===== src/rtl/mem_stage_lsu_pkg.sv =====
// Shared definitions for the memory-stage load/store unit: access size codes,
// FSM state encoding, byte-enable constants and the alignment helper.
package mem_stage_lsu_pkg;

    localparam logic [2:0] F3_B  = 3'b000;
    localparam logic [2:0] F3_H  = 3'b001;
    localparam logic [2:0] F3_W  = 3'b010;
    localparam logic [2:0] F3_BU = 3'b100;
    localparam logic [2:0] F3_HU = 3'b101;

    localparam logic [1:0] ST_IDLE = 2'd0;
    localparam logic [1:0] ST_REQ  = 2'd1;
    localparam logic [1:0] ST_DONE = 2'd2;

    localparam logic [3:0] BE_NONE    = 4'b0000;
    localparam logic [3:0] BE_BYTE0   = 4'b0001;
    localparam logic [3:0] BE_LO_HALF = 4'b0011;
    localparam logic [3:0] BE_HI_HALF = 4'b1100;
    localparam logic [3:0] BE_WORD    = 4'b1111;

    // Unknown size codes behave as word accesses, so they need word alignment.
    function automatic logic is_misaligned(input logic [2:0] funct3, input logic [1:0] offset);
        logic mis;
        case (funct3)
            F3_B, F3_BU: mis = 1'b0;
            F3_H, F3_HU: mis = offset[0];
            default:     mis = (offset != 2'b00);
        endcase
        return mis;
    endfunction

endpackage


===== src/rtl/mem_stage_lsu_align.sv =====
// Lane steering for one side of the LSU: store side replicates data and builds
// byte enables, load side extracts the addressed lane and sign/zero-extends it.
module lsu_align
    import mem_stage_lsu_pkg::*;
#(
    parameter bit IS_LOAD = 1'b0
) (
    input  logic [2:0]  funct3,
    input  logic [1:0]  offset,
    input  logic [31:0] data_in,
    output logic [3:0]  be,
    output logic [31:0] data_out
);

    logic [7:0]  byte_s;
    logic [15:0] half_s;

    // Pick the active byte/halfword: addressed lane on loads, low bits on stores
    always_comb begin
        byte_s = data_in[7:0];
        half_s = data_in[15:0];
        if (IS_LOAD) begin
            case (offset)
                2'd0:    byte_s = data_in[7:0];
                2'd1:    byte_s = data_in[15:8];
                2'd2:    byte_s = data_in[23:16];
                2'd3:    byte_s = data_in[31:24];
                default: byte_s = data_in[7:0];
            endcase
            half_s = offset[1] ? data_in[31:16] : data_in[15:0];
        end else begin
            byte_s = data_in[7:0];
            half_s = data_in[15:0];
        end
    end

    // Size decode; funct3[2] marks the unsigned load variants
    always_comb begin
        be       = BE_WORD;
        data_out = data_in;
        case (funct3)
            F3_B, F3_BU: begin
                be = BE_BYTE0 << offset;
                if (IS_LOAD) begin
                    data_out = {{24{byte_s[7] & ~funct3[2]}}, byte_s};
                end else begin
                    data_out = {4{byte_s}};
                end
            end
            F3_H, F3_HU: begin
                be = offset[1] ? BE_HI_HALF : BE_LO_HALF;
                if (IS_LOAD) begin
                    data_out = {{16{half_s[15] & ~funct3[2]}}, half_s};
                end else begin
                    data_out = {2{half_s}};
                end
            end
            default: begin
                be       = BE_WORD;
                data_out = data_in;
            end
        endcase
    end

endmodule


===== src/rtl/mem_stage_lsu.sv =====
// Memory-stage load/store unit: drives a req/ready data memory, stalls the pipe
// until the access ends. Optional feature macro: MISALIGN_CHECK_EN.
module mem_stage_lsu
    import mem_stage_lsu_pkg::*;
#(
    parameter int WAIT_LIMIT = 16
) (
    input  logic        clk,
    input  logic        rst,
    input  logic        mem_read_m,
    input  logic        mem_write_m,
    input  logic [2:0]  funct3_m,
    input  logic [31:0] alu_result_m,
    input  logic [31:0] write_data_m,
    output logic        stall_m,
    output logic [31:0] read_data_m,
    output logic        bus_err_m,
    output logic        misalign_m,
    output logic        dmem_req,
    output logic        dmem_we,
    output logic [31:0] dmem_addr,
    output logic [3:0]  dmem_be,
    output logic [31:0] dmem_wdata,
    input  logic        dmem_ready,
    input  logic [31:0] dmem_rdata
);

    localparam int            CW       = $clog2(WAIT_LIMIT + 1);
    localparam logic [CW-1:0] CNT_LAST = CW'(WAIT_LIMIT - 1);

    logic [1:0]    state_r;
    logic [CW-1:0] cnt_r;
    logic [2:0]    funct3_r;
    logic [1:0]    offset_r;
    logic          dmem_req_r;
    logic          dmem_we_r;
    logic [31:0]   dmem_addr_r;
    logic [3:0]    dmem_be_r;
    logic [31:0]   dmem_wdata_r;
    logic [31:0]   read_data_r;
    logic          bus_err_r;
    logic          misalign_r;

    logic          access_s;
    logic          misalign_s;
    logic [3:0]    store_be_s;
    logic [31:0]   store_data_s;
    logic [3:0]    load_be_unused_s;
    logic [31:0]   load_data_s;

    assign access_s = mem_read_m | mem_write_m;

`ifdef MISALIGN_CHECK_EN
    assign misalign_s = is_misaligned(funct3_m, alu_result_m[1:0]);
`else
    assign misalign_s = 1'b0;
`endif

    lsu_align #(.IS_LOAD(1'b0)) u_store_align (
        .funct3   (funct3_m),
        .offset   (alu_result_m[1:0]),
        .data_in  (write_data_m),
        .be       (store_be_s),
        .data_out (store_data_s)
    );

    lsu_align #(.IS_LOAD(1'b1)) u_load_align (
        .funct3   (funct3_r),
        .offset   (offset_r),
        .data_in  (dmem_rdata),
        .be       (load_be_unused_s),
        .data_out (load_data_s)
    );

    // Hold the pipe while an access is pending or in flight; DONE releases it
    assign stall_m = ((state_r == ST_IDLE) && access_s) || (state_r == ST_REQ);

    assign dmem_req    = dmem_req_r;
    assign dmem_we     = dmem_we_r;
    assign dmem_addr   = dmem_addr_r;
    assign dmem_be     = dmem_be_r;
    assign dmem_wdata  = dmem_wdata_r;
    assign read_data_m = read_data_r;
    assign bus_err_m   = bus_err_r;
    assign misalign_m  = misalign_r;

    // Access FSM, wait counter and registered memory/pipeline outputs
    always_ff @(posedge clk or negedge rst) begin
        if (!rst) begin
            state_r      <= ST_IDLE;
            cnt_r        <= '0;
            funct3_r     <= 3'b000;
            offset_r     <= 2'b00;
            dmem_req_r   <= 1'b0;
            dmem_we_r    <= 1'b0;
            dmem_addr_r  <= 32'h0000_0000;
            dmem_be_r    <= BE_NONE;
            dmem_wdata_r <= 32'h0000_0000;
            read_data_r  <= 32'h0000_0000;
            bus_err_r    <= 1'b0;
            misalign_r   <= 1'b0;
        end else begin
            case (state_r)
                ST_IDLE: begin
                    cnt_r       <= '0;
                    read_data_r <= 32'h0000_0000;
                    bus_err_r   <= 1'b0;
                    misalign_r  <= 1'b0;
                    if (access_s) begin
                        funct3_r     <= funct3_m;
                        offset_r     <= alu_result_m[1:0];
                        dmem_we_r    <= mem_write_m;
                        dmem_addr_r  <= {alu_result_m[31:2], 2'b00};
                        dmem_be_r    <= store_be_s;
                        dmem_wdata_r <= store_data_s;
                        if (misalign_s) begin
                            misalign_r <= 1'b1;
                            state_r    <= ST_DONE;
                        end else begin
                            dmem_req_r <= 1'b1;
                            state_r    <= ST_REQ;
                        end
                    end else begin
                        state_r <= ST_IDLE;
                    end
                end
                ST_REQ: begin
                    if (dmem_ready) begin
                        dmem_req_r  <= 1'b0;
                        read_data_r <= dmem_we_r ? 32'h0000_0000 : load_data_s;
                        state_r     <= ST_DONE;
                    end else if (cnt_r == CNT_LAST) begin
                        dmem_req_r  <= 1'b0;
                        read_data_r <= 32'h0000_0000;
                        bus_err_r   <= 1'b1;
                        state_r     <= ST_DONE;
                    end else begin
                        cnt_r <= cnt_r + 1'b1;
                    end
                end
                ST_DONE: begin
                    read_data_r <= 32'h0000_0000;
                    bus_err_r   <= 1'b0;
                    misalign_r  <= 1'b0;
                    state_r     <= ST_IDLE;
                end
                default: begin
                    dmem_req_r <= 1'b0;
                    state_r    <= ST_IDLE;
                end
            endcase
        end
    end

endmodule


===== config.mk =====
export PLATFORM = sky130hd
export DESIGN_NAME = mem_stage_lsu
export DESIGN_NICKNAME = d
export VERILOG_FILES = /design/src/rtl/mem_stage_lsu_pkg.sv /design/src/rtl/mem_stage_lsu_align.sv /design/src/rtl/mem_stage_lsu.sv
export SDC_FILE = /design/constraint.sdc
export NUM_CORES = 1
export LEC_CHECK = 0
export BUFFER_PORTS_ARGS = -buffer_cell sky130_fd_sc_hd__buf_2
export CORE_ASPECT_RATIO = 0.7
export CORE_MARGIN = 2
export CORE_UTILIZATION = 48
export CTS_CLUSTER_DIAMETER = 30
export CTS_CLUSTER_SIZE = 20
export DETAILED_ROUTE_END_ITERATION = 10
export GPL_TIMING_DRIVEN = 0
export PLACE_DENSITY = 0.89
export SETUP_SLACK_MARGIN = 0.4
export SYNTH_ARGS = -nofsm -noshare
export SYNTH_HDL_FRONTEND = slang
export SYNTH_SLANG_ARGS = --single-unit

===== constraint.sdc =====
create_clock -name clk -period 2.2 [get_ports clk]
set_input_delay 0.33 -clock clk [delete_from_list [all_inputs] [get_ports clk]]
set_output_delay 0.33 -clock clk [all_outputs]
set_load 0.05 [all_outputs]

==> results of run 1 <==
==> worst max-delay path: cells and delay by family (launching register included) <==
family | cells | cell delay, ps
AOI/OAI and AO/OA | 1 | 170
adders and majority gates | 2 | 360
DFF | 1 | 380
muxes | 1 | 300
and+or+nand+nor | 3 | 460
==> placed cells by master, fill, tap and decap left out, types with 4 or more instances in the layout <==
master and instances:
a221o_1 16, o21a_1 7, clkbuf_1 7, or3_1 5
clkbuf_2 10, a32o_1 6, mux2_2 6, nor2_1 20
nor3_1 4, a22o_1 6, a21oi_1 17, mux2i_1 29
o21ai_0 52, clkbuf_16 17, dfrtp_1 113, buf_2 211
o221ai_1 4, buf_4 12, inv_1 7, clkinvlp_4 4
nand2_1 168, nand2b_1 8
==> per-stage QoR <==
step | setup WS, ps | hold WS, ps | instance area (um^2) | TNS (ps) | cells
2_1_floorplan | 416 | 34.4 | 5170 | 0 | 539
3_3_place_gp | -501 | 453 | 6360 | -55550 | 875
3_5_place_dp | 191 | 458 | 6390 | 0 | 876
4_1_cts | 361 | 61.0 | 7130 | 0 | 914
5_1_grt | 372 | 103 | 7190 | 0 | 916
6_report | 402 | 35.8 | 7190 | 0 | 916
==> power by group <==
part | switching [W] | leakage, nW | internal (W)
Combinational | 0.00469 | 2.08 | 0.00162
Clock | 0.000988 | 0.289 | 0.00184
Sequential | 0.000509 | 1.44 | 0.00291
Total | 0.00619 | 3.81 | 0.00637
==> flip-flops by register name, summed over array words and instances (netlist names), 2 cells and up <==
name         cells
read_data_m     32
dmem_addr       30
dmem_be          4
state_r          2
cnt_r            5
offset_r         2
funct3_r         3
dmem_wdata      32
==> worst max-delay path by stage <==
stage / startpoint / to / slack (ps)
6_report: cnt_r[1] / cnt_r[3] / 400
4_1_cts: cnt_r[0] / read_data_m[30] / 360
2_1_floorplan: cnt_r[0] / cnt_r[2] / 420
5_1_grt: cnt_r[1] / cnt_r[3] / 370
3_5_place_dp: state_r[0] / dmem_wdata[21] / 190
3_3_place_gp: rst / dmem_addr[11] / -500
==> layer usage <==
metal,GRT usage,up-vias,wire (um)
li1,-,2311,-
met1,0.343,2362,6480
met2,0.425,286,7240
met3,0.0995,38,1520
met4,0.103,0,393
met5,0,-,0
==> final cells by class <==
cell class | count | area, um^2 | area share
multi-input combinational | 382 | 2200 | 0.307
clock inverter | 12 | 156 | 0.0218
buffer | 37 | 229 | 0.0319
inverter | 7 | 26.3 | 0.00366
tap | 132 | 165 | 0.0230
timing repair buffer | 213 | 1120 | 0.156
sequential | 113 | 2830 | 0.393
clock buffer | 20 | 457 | 0.0635
==> logic make-up after synthesis <==
kind of cell | synth area share
fa+ha+maj | 0.00485
buf+inv | 0.0383
other cells | 0.000727
simple gates | 0.175
mux | 0.0723
compound gates | 0.161
flops | 0.548
==> repair_timing <==
| action | CTS | global route |
|---|---|---|
| cloned | 1 | 0 |
| hold endpoints to repair | 0 | 0 |
| pin swaps | 3 | 9 |
| hold buffers | 0 | 0 |
| gates resized for setup | 25 | 24 |
| buffers inserted | 5 | 2 |
| endpoints found under the setup margin | 106 | 95 |
==> metrics.sh, run 1 <==
STATUS='completed'
DETAILEDPLACEMENTHPWL_MM=11.1
VIA_PER_INST=5.46
SETUP_VIOL=0
GRT_START_MAX_NET_PINS=68
GP_CONGESTION=0.864
FMAX_MHz=556
CATEGORY_OF_THE_WORST_SETUP_PATH_LAUNCH_POINT='flop'
HP-CLASS='in2async'
CRIT-REG2REG-LAUNCH='cnt_r[1]'
FIN_SKEW_PS=5.16
POST_SYNTH.CELL_AREA_AVG_UM2=9.61
DESIGN.FINAL.NETS=877
FINAL_LAYOUT_SIZE_SUFFIX_GT1_FRAC=0.379
TIMING.CRITICAL_PATH.FANOUT_MAX=4
INITIAL_CORE_UTIL=0.496
DETAIL_ROUTE.WIRELENGTH_MM=15.6
TIMING.FINAL.HOLD_VIOLATIONS=0
R2R_SETUP_SLACK_PS=400
HTREE_NUM_LEVELS=4
SYNTH.DISTINCT_CELLS=40
DETAIL_ROUTE.WL_PER_CELL_UM=17.1
RSZ0062_AT_GRT='yes'
SYN_TO_FINAL_GROWTH_PCT=39.3
TIMING.FINAL.CRIT_SHARE=0.817
WORST-R2R-CELL-COUNT=7
CORE_REGION_AREA_UM2=10400
P_PER_AREA_nW_PER_UM2=1750
SYNTH_SEQ_CELLS=113
CLK_PIN_SLEW_WORST_PATHS_PS=50
SHARE_OF_YOSYS_CELL_AREA_CLAIMED_BY_THE_TOP_AREA_CELL_TYPE=0.548
SYNTH_FLOP_CELL='dfrtp_1'
FIRST_GLOBAL_VIAS=4865
ANTENNA_VIOLATING_NETS_POST_ROUTE=0
CTS.SINKS=113
SYNTH_SEQUENTIAL_AREA_RATIO=0.548
TIGHTEST_PIN_TRANSITION_PS=909
IO_PINS=209
INSERTION_DELAY_OF_THE_LATER_CLOCKED_PIN_IN_THE_WORST_SKEW_PAIR_PS=410
FLOORPLAN_DIE_WIDTH_UM=128
SYNTHTOPCELLSBYCOUNT='168 x nand2_1, 113 x dfrtp_1, 54 x o21ai_0'
GRT-OVFL-TOTAL=0
NUMBER_OF_BUFFER_CELLS_ADDED_ON_PRIMARY_PORTS=204
SYNTH_ENABLE_FLOP_CELLS=0
WIRE_LENGTH_OF_THE_FIRST_GLOBAL_ROUTING_PASS_MM=24.4
MOST_FREQUENT_CELL_AFTER_SYNTHESIS='nand2_1'
CLOCK-ROOT-BUFFER='clkbuf_16'
FILL_CELLS=814
CORE.ROWCOUNT=31
LEAKAGE_nW=3.81
FIN_UTIL=0.691
SYNTH_LARGEST_AREA_CELL='dfrtp_1'
CRITICAL_SETUP_PATH_KIND='reg2reg'
YOSYSWARNINGCOUNT=0
SIGNAL_ARRIVAL_TIME_AT_THE_WORST_ENDPOINT_PS=2090
POSTSYNTHCELLCOUNT=537
LAYOUT_MIN_CYCLE_TIME_PS=1800
CLOCK_TREE.BUFFER_DEPTH=2
REQUIRED_PS=2490
NUMBER_OF_VIAS_IN_THE_ROUTED_LAYOUT=4997
WORST_SETUP_PATH_END_KIND='flop'
POWER.IR.VDD_WORST_mV=1.22
TOP_AREA_CELLS_IN_THE_SYNTHESIZED_NETLIST='dfrtp_1 55%, nand2_1 12%, mux2i_1 5.6%, o21ai_0 5.2%, a221o_1 3.1%'
R2R_END='cnt_r[3]'
DRT_FIRST_ITER_VIOLATIONS=297
DIEHEIGHT_UM=90.7
POST_SYNTH_INSTANCE_AREA_UM2=5160
INSERTED_DIODES=0
SYNTH-ASYNC-RESET-RATIO=1.00
MAX_STAGE_DELAY_PS=380
DR.PASS1.ITERS=5
AGGREGATE_GLOBAL_ROUTE_RESOURCE_USAGE=0.271
TRITONCTS='yes'
CAP_VIOLATIONS=0
CTS_MADE_BUFFERS=17
TOTAL_POWER_W=0.0126
SLEW_HEADROOM=0.392
SLEW_VIOLATIONS=0
GRT_ANTENNA_BEFORE_REPAIR=1
CRITPATHSLOWESTCELL='dfrtp_1'
WORSTPATHCELLLIST='ha_2 > and3_4 > ha_4 > nor2_4 > nand4_1 > mux2_2 > a22o_1'
DIEAREA_UM2=11600
NUMBER_OF_DESIGN_RULE_VIOLATIONS_LEFT_AFTER_DETAIL_ROUTING=0
Note: power is estimated with default switching activity, not from simulation.
==> run 2, diff against run 1 <==
==> constraint.sdc (replaced) <==
create_clock -name clk -period 1.8 [get_ports clk]
set_input_delay 0.27 -clock clk [delete_from_list [all_inputs] [get_ports clk]]
set_output_delay 0.27 -clock clk [all_outputs]
set_load 0.05 [all_outputs]
==> metrics.sh, run 2 (synthesis results as in run 1) <==
CRIT-REG2REG-LAUNCH='offset_r[0]'
CTS.SINKS=113
GP_CONGESTION=0.928
FINAL_COMMON_CELL='buf_2'
TIMING.CRITICAL_PATH.FANOUT_MAX=10
DETAIL_ROUTE.WIRELENGTH_MM=18.9
TIGHTEST_PIN_TRANSITION_PS=937
INITIAL_CORE_UTIL=0.496
SIGNAL_ARRIVAL_TIME_AT_THE_WORST_ENDPOINT_PS=2100
WORST-R2R-CELL-COUNT=6
POWER.IR.VDD_WORST_mV=1.43
REG_POWER_FRAC=0.236
GRT_ANTENNA_BEFORE_REPAIR=0
STATUS='finished, violations left'
SLEW_VIOLATIONS=0
CORE_REGION_AREA_UM2=10400
CTS_MADE_BUFFERS=17
CP_TOP_DELAY_FAMILY='compound AO/OA/AOI/OAI gates'
WIRE_LENGTH_OF_THE_FIRST_GLOBAL_ROUTING_PASS_MM=27.3
FMAX_MHz=548
FIRST_GLOBAL_VIAS=5216
SLEW_HEADROOM=0.373
FINAL_CELL_MIX='205 x buf_2, 111 x dfrtp_1, 61 x nand2_1'
TOTAL_POWER_W=0.0186
NUMBER_OF_VIAS_IN_THE_ROUTED_LAYOUT=5357
DETAILEDPLACEMENTHPWL_MM=11.0
PLACE_INST=876
MAX_STAGE_DELAY_PS=430
DESIGN.FINAL.NETS=905
NUMBER_OF_BUFFER_CELLS_ADDED_ON_PRIMARY_PORTS=204
CLOCK-ROOT-BUFFER='clkbuf_16'
NON_FILLER_INSTANCES=944
SWITCHING_SHARE=0.480
DRT_FIRST_ITER_VIOLATIONS=479
FINAL_LAYOUT_SIZE_SUFFIX_GT1_FRAC=0.567
INTERNAL_POWER_W=0.00967
DIEAREA_UM2=11600
IO_PINS=209
NUMBER_OF_DESIGN_RULE_VIOLATIONS_LEFT_AFTER_DETAIL_ROUTING=0
FIN_UTIL=0.827
FIN_SKEW_PS=9.00
CRITICAL_PATH.N_BUFFERS_INVERTERS=2
CRITICAL_PATH.ENDPOINT='read_data_m[27]'
WORST-PATH-STAGES=6
ANTENNA_VIOLATING_NETS_POST_ROUTE=0
VIOLATIONS_IN_THE_FINAL_REPORTS='negative setup slack'
WORST_SETUP_PATH_END_KIND='flop'
R2R_END='read_data_m[27]'
CORE.ROWCOUNT=31
CLK_PIN_SLEW_WORST_PATHS_PS=50
FIN_AREA_UM2=8590
SETUP_VIOL=8
INSERTED_DIODES=0
TIMING.FINAL.HOLD_VIOLATIONS=0
NETSW_W=0.00892
HTREE_NUM_LEVELS=4
REQUIRED_PS=2080
CLOCK_TREE.BUFFER_DEPTH=2
SHARE_CLK_OF_TOTAL_POWER=0.187
TIMING.FINAL.WS_SETUP_PS=-26.4
CRITICAL_SETUP_PATH_KIND='reg2reg'
POWER.SHARE.COMBINATIONAL=0.577
FLOORPLAN_DIE_WIDTH_UM=128
TIMING.CRITICAL_PATH.FROM='offset_r[0]'
PLACED_AREA_UM2=6460
INSERTION_DELAY_OF_THE_LATER_CLOCKED_PIN_IN_THE_WORST_SKEW_PAIR_PS=410
CATEGORY_OF_THE_WORST_SETUP_PATH_LAUNCH_POINT='flop'
WORSTPATHCELLLIST='mux2_4 > a22oi_4 > a2111oi_4 > buf_4 > buf_6 > a221o_1'
HP-CLASS='in2reg'
SYN_TO_FINAL_GROWTH_PCT=66.6
CRITPATHSLOWESTCELL='dfrtp_2'
DIEHEIGHT_UM=90.7
TRITONCTS='yes'
DETAIL_ROUTE.WL_PER_CELL_UM=20.0
CAP_VIOLATIONS=0
RSZ0062_AT_GRT='yes'
LEAKAGE_nW=4.49
SETUP_TNS_PS=-65.0
LAYOUT_MIN_CYCLE_TIME_PS=1830
GRT-OVFL-TOTAL=0
TIMING.FINAL.CRIT_SHARE=1.01
DR.PASS1.ITERS=5
AGGREGATE_GLOBAL_ROUTE_RESOURCE_USAGE=0.305
GRT_START_MAX_NET_PINS=65
P_PER_AREA_nW_PER_UM2=2160
VIA_PER_INST=5.67
WHS_PATH_DEPTH=3
R2R_SETUP_SLACK_PS=-30
## run 2: worst min path at each step
stage                                start             to  slack (ps)
after floorplan                        rst      bus_err_m         -30
after global placement       dmem_addr[28]  dmem_addr[28]         450
after detailed placement               rst      bus_err_m         340
after CTS                 alu_result_m[15]  dmem_addr[15]          50
after global routing       alu_result_m[7]   dmem_addr[7]          60
final                      alu_result_m[7]   dmem_addr[7]          70
## run 2: what timing repair did
action	4_1_cts	5_1_grt
hold endpoints to repair	49	0
buffers inserted	18	2
hold buffers	1	0
resized for setup	204	110
cloned	13	2
pin swaps	101	42
endpoints found under the setup margin	111	112
## run 2: stage by stage
stage	worst slack (ps)	hold WS, ps
after floorplan	73.0	-25.6
after global placement	-1030	452
after detailed placement	-160	341
after CTS	-10.3	53.0
after global routing	-64.4	56.8
final	-26.4	66.9
## run 2: routing by layer
| metal | vias up | routed length [um] | track usage |
|---|---|---|---|
| met3 | 48 | 1310 | 0.0812 |
| met4 | 0 | 530 | 0.0943 |
| li1 | 2378 | - | - |
| met2 | 314 | 9180 | 0.492 |
| met1 | 2617 | 7870 | 0.403 |
| met5 | - | 0 | 0 |
## run 2: area by class of cell
| cell class | instances | area [um^2] |
|---|---|---|
| multi-input cells | 382 | 2860 |
| flip-flops and latches | 113 | 2830 |
| fillers | 575 | 1800 |
| repair buffers | 241 | 1610 |
| plain buffers | 37 | 505 |
| clock buffers | 20 | 437 |
| clock inverters | 12 | 165 |
| well taps | 132 | 165 |
| inverters | 7 | 26.3 |
## run 2: worst register-to-register path: cells and delay by family (launching register included)
family / cells / cell delay, ps
muxes: 1 / 330
buffers and inverters: 2 / 330
AOI/OAI and AO/OA: 3 / 620
DFF: 1 / 430
## run 2: power by group through the flow
stage | Clock (W) | Combinational, W | Sequential, W
finish | 0.00347 | 0.0107 | 0.00439
global route | 0.00363 | 0.0112 | 0.00449
CTS | 0.00347 | 0.00971 | 0.00422
detailed placement | 0 | 0.00751 | 0.00415
global placement | 0 | 0.00735 | 0.00412
floorplan | 0 | 0.00239 | 0.00729
==> run 3, diff against run 2 <==
--- a/config.mk
+++ b/config.mk
@@ -5,6 +5,7 @@
 export SDC_FILE = /design/constraint.sdc
 export NUM_CORES = 1
 export LEC_CHECK = 0
+export ABC_AREA = 1
 export BUFFER_PORTS_ARGS = -buffer_cell sky130_fd_sc_hd__buf_2
 export CORE_ASPECT_RATIO = 0.7
 export CORE_MARGIN = 2
@@ -13,7 +14,7 @@
 export CTS_CLUSTER_SIZE = 20
 export DETAILED_ROUTE_END_ITERATION = 10
 export GPL_TIMING_DRIVEN = 0
-export PLACE_DENSITY = 0.89
+export PLACE_DENSITY = 0.88
 export SETUP_SLACK_MARGIN = 0.4
 export SYNTH_ARGS = -nofsm -noshare
 export SYNTH_HDL_FRONTEND = slang
==> metrics.sh, run 3 <==
CP_TOP_DELAY_FAMILY='flip-flops'
DIEAREA_UM2=12100
SETUP_VIOL=0
SYNTH_SEQUENTIAL_AREA_RATIO=0.527
GRT-OVFL-TOTAL=0
LAYOUT_MIN_CYCLE_TIME_PS=1760
DETAIL_ROUTE.WL_PER_CELL_UM=16.3
NON_FILLER_INSTANCES=1107
R2R_SETUP_SLACK_PS=110
SHARE_OF_YOSYS_CELL_AREA_CLAIMED_BY_THE_TOP_AREA_CELL_TYPE=0.527
POWER.IR.VDD_WORST_mV=1.57
SYNTHTOPCELLSBYCOUNT='307 x nand2_1, 113 x dfrtp_1, 37 x nand3_1'
TRITONCTS='yes'
FIN_UTIL=0.742
MIN-DELAY-START='alu_result_m[16]'
STATUS='completed'
CORE.ROWCOUNT=32
SYNTH_ENABLE_FLOP_CELLS=0
CRIT-REG2REG-LAUNCH='cnt_r[0]'
HP-CLASS='in2reg'
FINAL_COMMON_CELL='nand2_1'
POST_SYNTH_INSTANCE_AREA_UM2=5370
SLEW_HEADROOM=0.557
TIGHTEST_PIN_TRANSITION_PS=664
PLACED_AREA_UM2=6660
FIN_SKEW_PS=12.2
SYNTH-ASYNC-RESET-RATIO=1.00
PLACE_INST=1040
DETAIL_ROUTE.WIRELENGTH_MM=18.0
DIEHEIGHT_UM=92.5
VIA_PER_INST=5.21
FIN_AREA_UM2=8140
TOP_AREA_CELLS_IN_THE_SYNTHESIZED_NETLIST='dfrtp_1 53%, nand2_1 21%, nand3_1 3.4%, o21ai_0 3.3%, a21oi_1 2.8%'
ROUTE.LAYER.MET1.WL_MM=7.38
SYNTH_SEQ_CELLS=113
SYNTH.DISTINCT_CELLS=28
DESIGN.FINAL.NETS=1047
REQUIRED_PS=1530
MOST_FREQUENT_CELL_AFTER_SYNTHESIS='nand2_1'
RSZ0062_AT_GRT='yes'
GRT_START_MAX_NET_PINS=66
FIRST_GLOBAL_VIAS=5340
POST_SYNTH.CELL_AREA_AVG_UM2=7.89
FILL_CELLS=824
YOSYSWARNINGCOUNT=0
CRITPATHSLOWESTCELL='dfrtp_2'
DR.PASS1.ITERS=8
TIMING.CRITICAL_PATH.FANOUT_MAX=2
CTS_MADE_BUFFERS=17
TOP_LAYER_USED='met5'
DRT_FIRST_ITER_VIOLATIONS=443
CLOCK-ROOT-BUFFER='clkbuf_16'
INSERTED_DIODES=0
NUMBER_OF_DESIGN_RULE_VIOLATIONS_LEFT_AFTER_DETAIL_ROUTING=0
FLOORPLAN_DIE_WIDTH_UM=130
SYNTH_FLOP_CELL='dfrtp_1'
FINAL_CELL_MIX='259 x nand2_1, 204 x buf_2, 111 x dfrtp_1'
WIRE_LENGTH_OF_THE_FIRST_GLOBAL_ROUTING_PASS_MM=25.8
DETAILEDPLACEMENTHPWL_MM=11.6
AGGREGATE_GLOBAL_ROUTE_RESOURCE_USAGE=0.279
CRITICAL_PATH.N_BUFFERS_INVERTERS=3
GP_CONGESTION=0.867
SYNTH_LARGEST_AREA_CELL='dfrtp_1'
HTREE_NUM_LEVELS=4
FMAX_MHz=568
SETUP_TNS_PS=0
FINAL_LAYOUT_SIZE_SUFFIX_GT1_FRAC=0.422
GRT_ANTENNA_BEFORE_REPAIR=1
CTS.SINKS=113
IO_PINS=209
CLOCK_TREE.BUFFER_DEPTH=2
ANTENNA_VIOLATING_NETS_POST_ROUTE=0
TIMING.FINAL.CRIT_SHARE=0.977
WL_MET2_MM=8.63
CRITICAL_SETUP_PATH_KIND='reg2out'
MET3_WIRELENGTH_MM=1.63
WORST_SETUP_PATH_END_KIND='output port'
P_PER_AREA_nW_PER_UM2=2240
MAX_STAGE_DELAY_PS=420
WORSTPATHCELLLIST='nor2_4 > o21ai_4 > buf_6 > buf_8 > nand2_4 > buf_8'
NUMBER_OF_VIAS_IN_THE_ROUTED_LAYOUT=5766
TOTAL_POWER_W=0.0182
CORE_REGION_AREA_UM2=11000
CRITICAL_PATH_MOST_COMMON_CELL='buf_8'
SLEW_VIOLATIONS=0
LEAKAGE_nW=4.49
TIMING.FINAL.HOLD_VIOLATIONS=0
CLK_PIN_SLEW_WORST_PATHS_PS=60
SIGNAL_ARRIVAL_TIME_AT_THE_WORST_ENDPOINT_PS=1490
CATEGORY_OF_THE_WORST_SETUP_PATH_LAUNCH_POINT='flop'
INSERTION_DELAY_OF_THE_LATER_CLOCKED_PIN_IN_THE_WORST_SKEW_PAIR_PS=420
SYN_TO_FINAL_GROWTH_PCT=51.6
POSTSYNTHCELLCOUNT=680
CAP_VIOLATIONS=0
NUMBER_OF_BUFFER_CELLS_ADDED_ON_PRIMARY_PORTS=204
INITIAL_CORE_UTIL=0.489
TIMING.CRITICAL_PATH.FROM='state_r[0]'
run 3: changes by cell type in the layout (fill, tap and decap cells not counted), moves of 8 or more:
| cell | before | now |
|---|---|---|
| inv_1 | 6 | 36 |
| a21oi_1 | 15 | 29 |
| nand3_1 | 1 | 36 |
| nand2_1 | 61 | 259 |
| nand2b_1 | 8 | 0 |
| a21oi_2 | 3 | 13 |
| o21ai_1 | 13 | 23 |
| nand2_2 | 54 | 43 |
| nor2_1 | 16 | 24 |
| a221o_1 | 16 | 0 |
| mux2i_1 | 29 | 0 |
| nand2_4 | 53 | 8 |
run 3: stage by stage:
step | hold slack (ps) | setup WS (ps)
3_5_place_dp | 342 | -2.58
2_1_floorplan | -25.6 | 244
4_1_cts | 42.8 | 30.0
5_1_grt | 53.1 | -17.3
3_3_place_gp | 451 | -878
6_report | 50.0 | 40.5
run 3: path summary, 6_finish.rpt:
check                                 endpoint  cells past startpoint
worst min-delay path             dmem_addr[16]                      3
worst min register to register   dmem_addr[17]                      2
min in group asynchronous        dmem_addr[25]                      2
worst max-delay path                   stall_m                      6
max in group asynchronous        dmem_addr[11]                      3
worst max register to register  read_data_m[2]                     10
run 3: logic make-up after synthesis:
kind of cell             count (synthesis)  share of synthesized area
flip-flops                             113                      0.527
other                                    1                   0.000699
AO/OA/AOI/OAI                          106                      0.110
AND/OR/NAND/NOR                        381                      0.288
adder cells (fa/ha/maj)                  2                    0.00466
buffers and inverters                   77                     0.0692
run 3: power breakdown:
| part | internal [W] | leakage [nW] | switching (W) |
|---|---|---|---|
| Clock | 0.00193 | 0.261 | 0.00126 |
| Sequential | 0.00365 | 1.44 | 0.000747 |
| Combinational | 0.00335 | 2.79 | 0.00731 |
| Total | 0.00893 | 4.49 | 0.00932 |
run 3: cell type report:
cell class | count | area [um^2] | share of cell area
Buffer | 34 | 349 | 0.0429
Sequential cell | 113 | 2830 | 0.348
Tap cell | 153 | 191 | 0.0235
Clock buffer | 19 | 443 | 0.0544
Multi-Input combinational cell | 493 | 2490 | 0.306
Inverter | 43 | 180 | 0.0221
Clock inverter | 13 | 114 | 0.0140
Timing Repair Buffer | 239 | 1540 | 0.190
run 3: timing repair:
action,4_1_cts,5_1_grt
gates cloned,3,10
setup buffers,11,10
resized for setup,60,111
hold buffers,1,0
hold endpoints to repair,48,0
endpoints found under the setup margin,114,101
pin swaps,8,24
run 3: worst min-delay path: stages:
cell and delay [ps]:
buf_2 80, nand2_1 40, nand2_1 40
run 3: routing by layer:
metal / track usage / vias up
met4: 0.0736 / 2
met2: 0.444 / 297
met5: 0 / -
met3: 0.0849 / 40
met1: 0.375 / 2750
li1: - / 2677
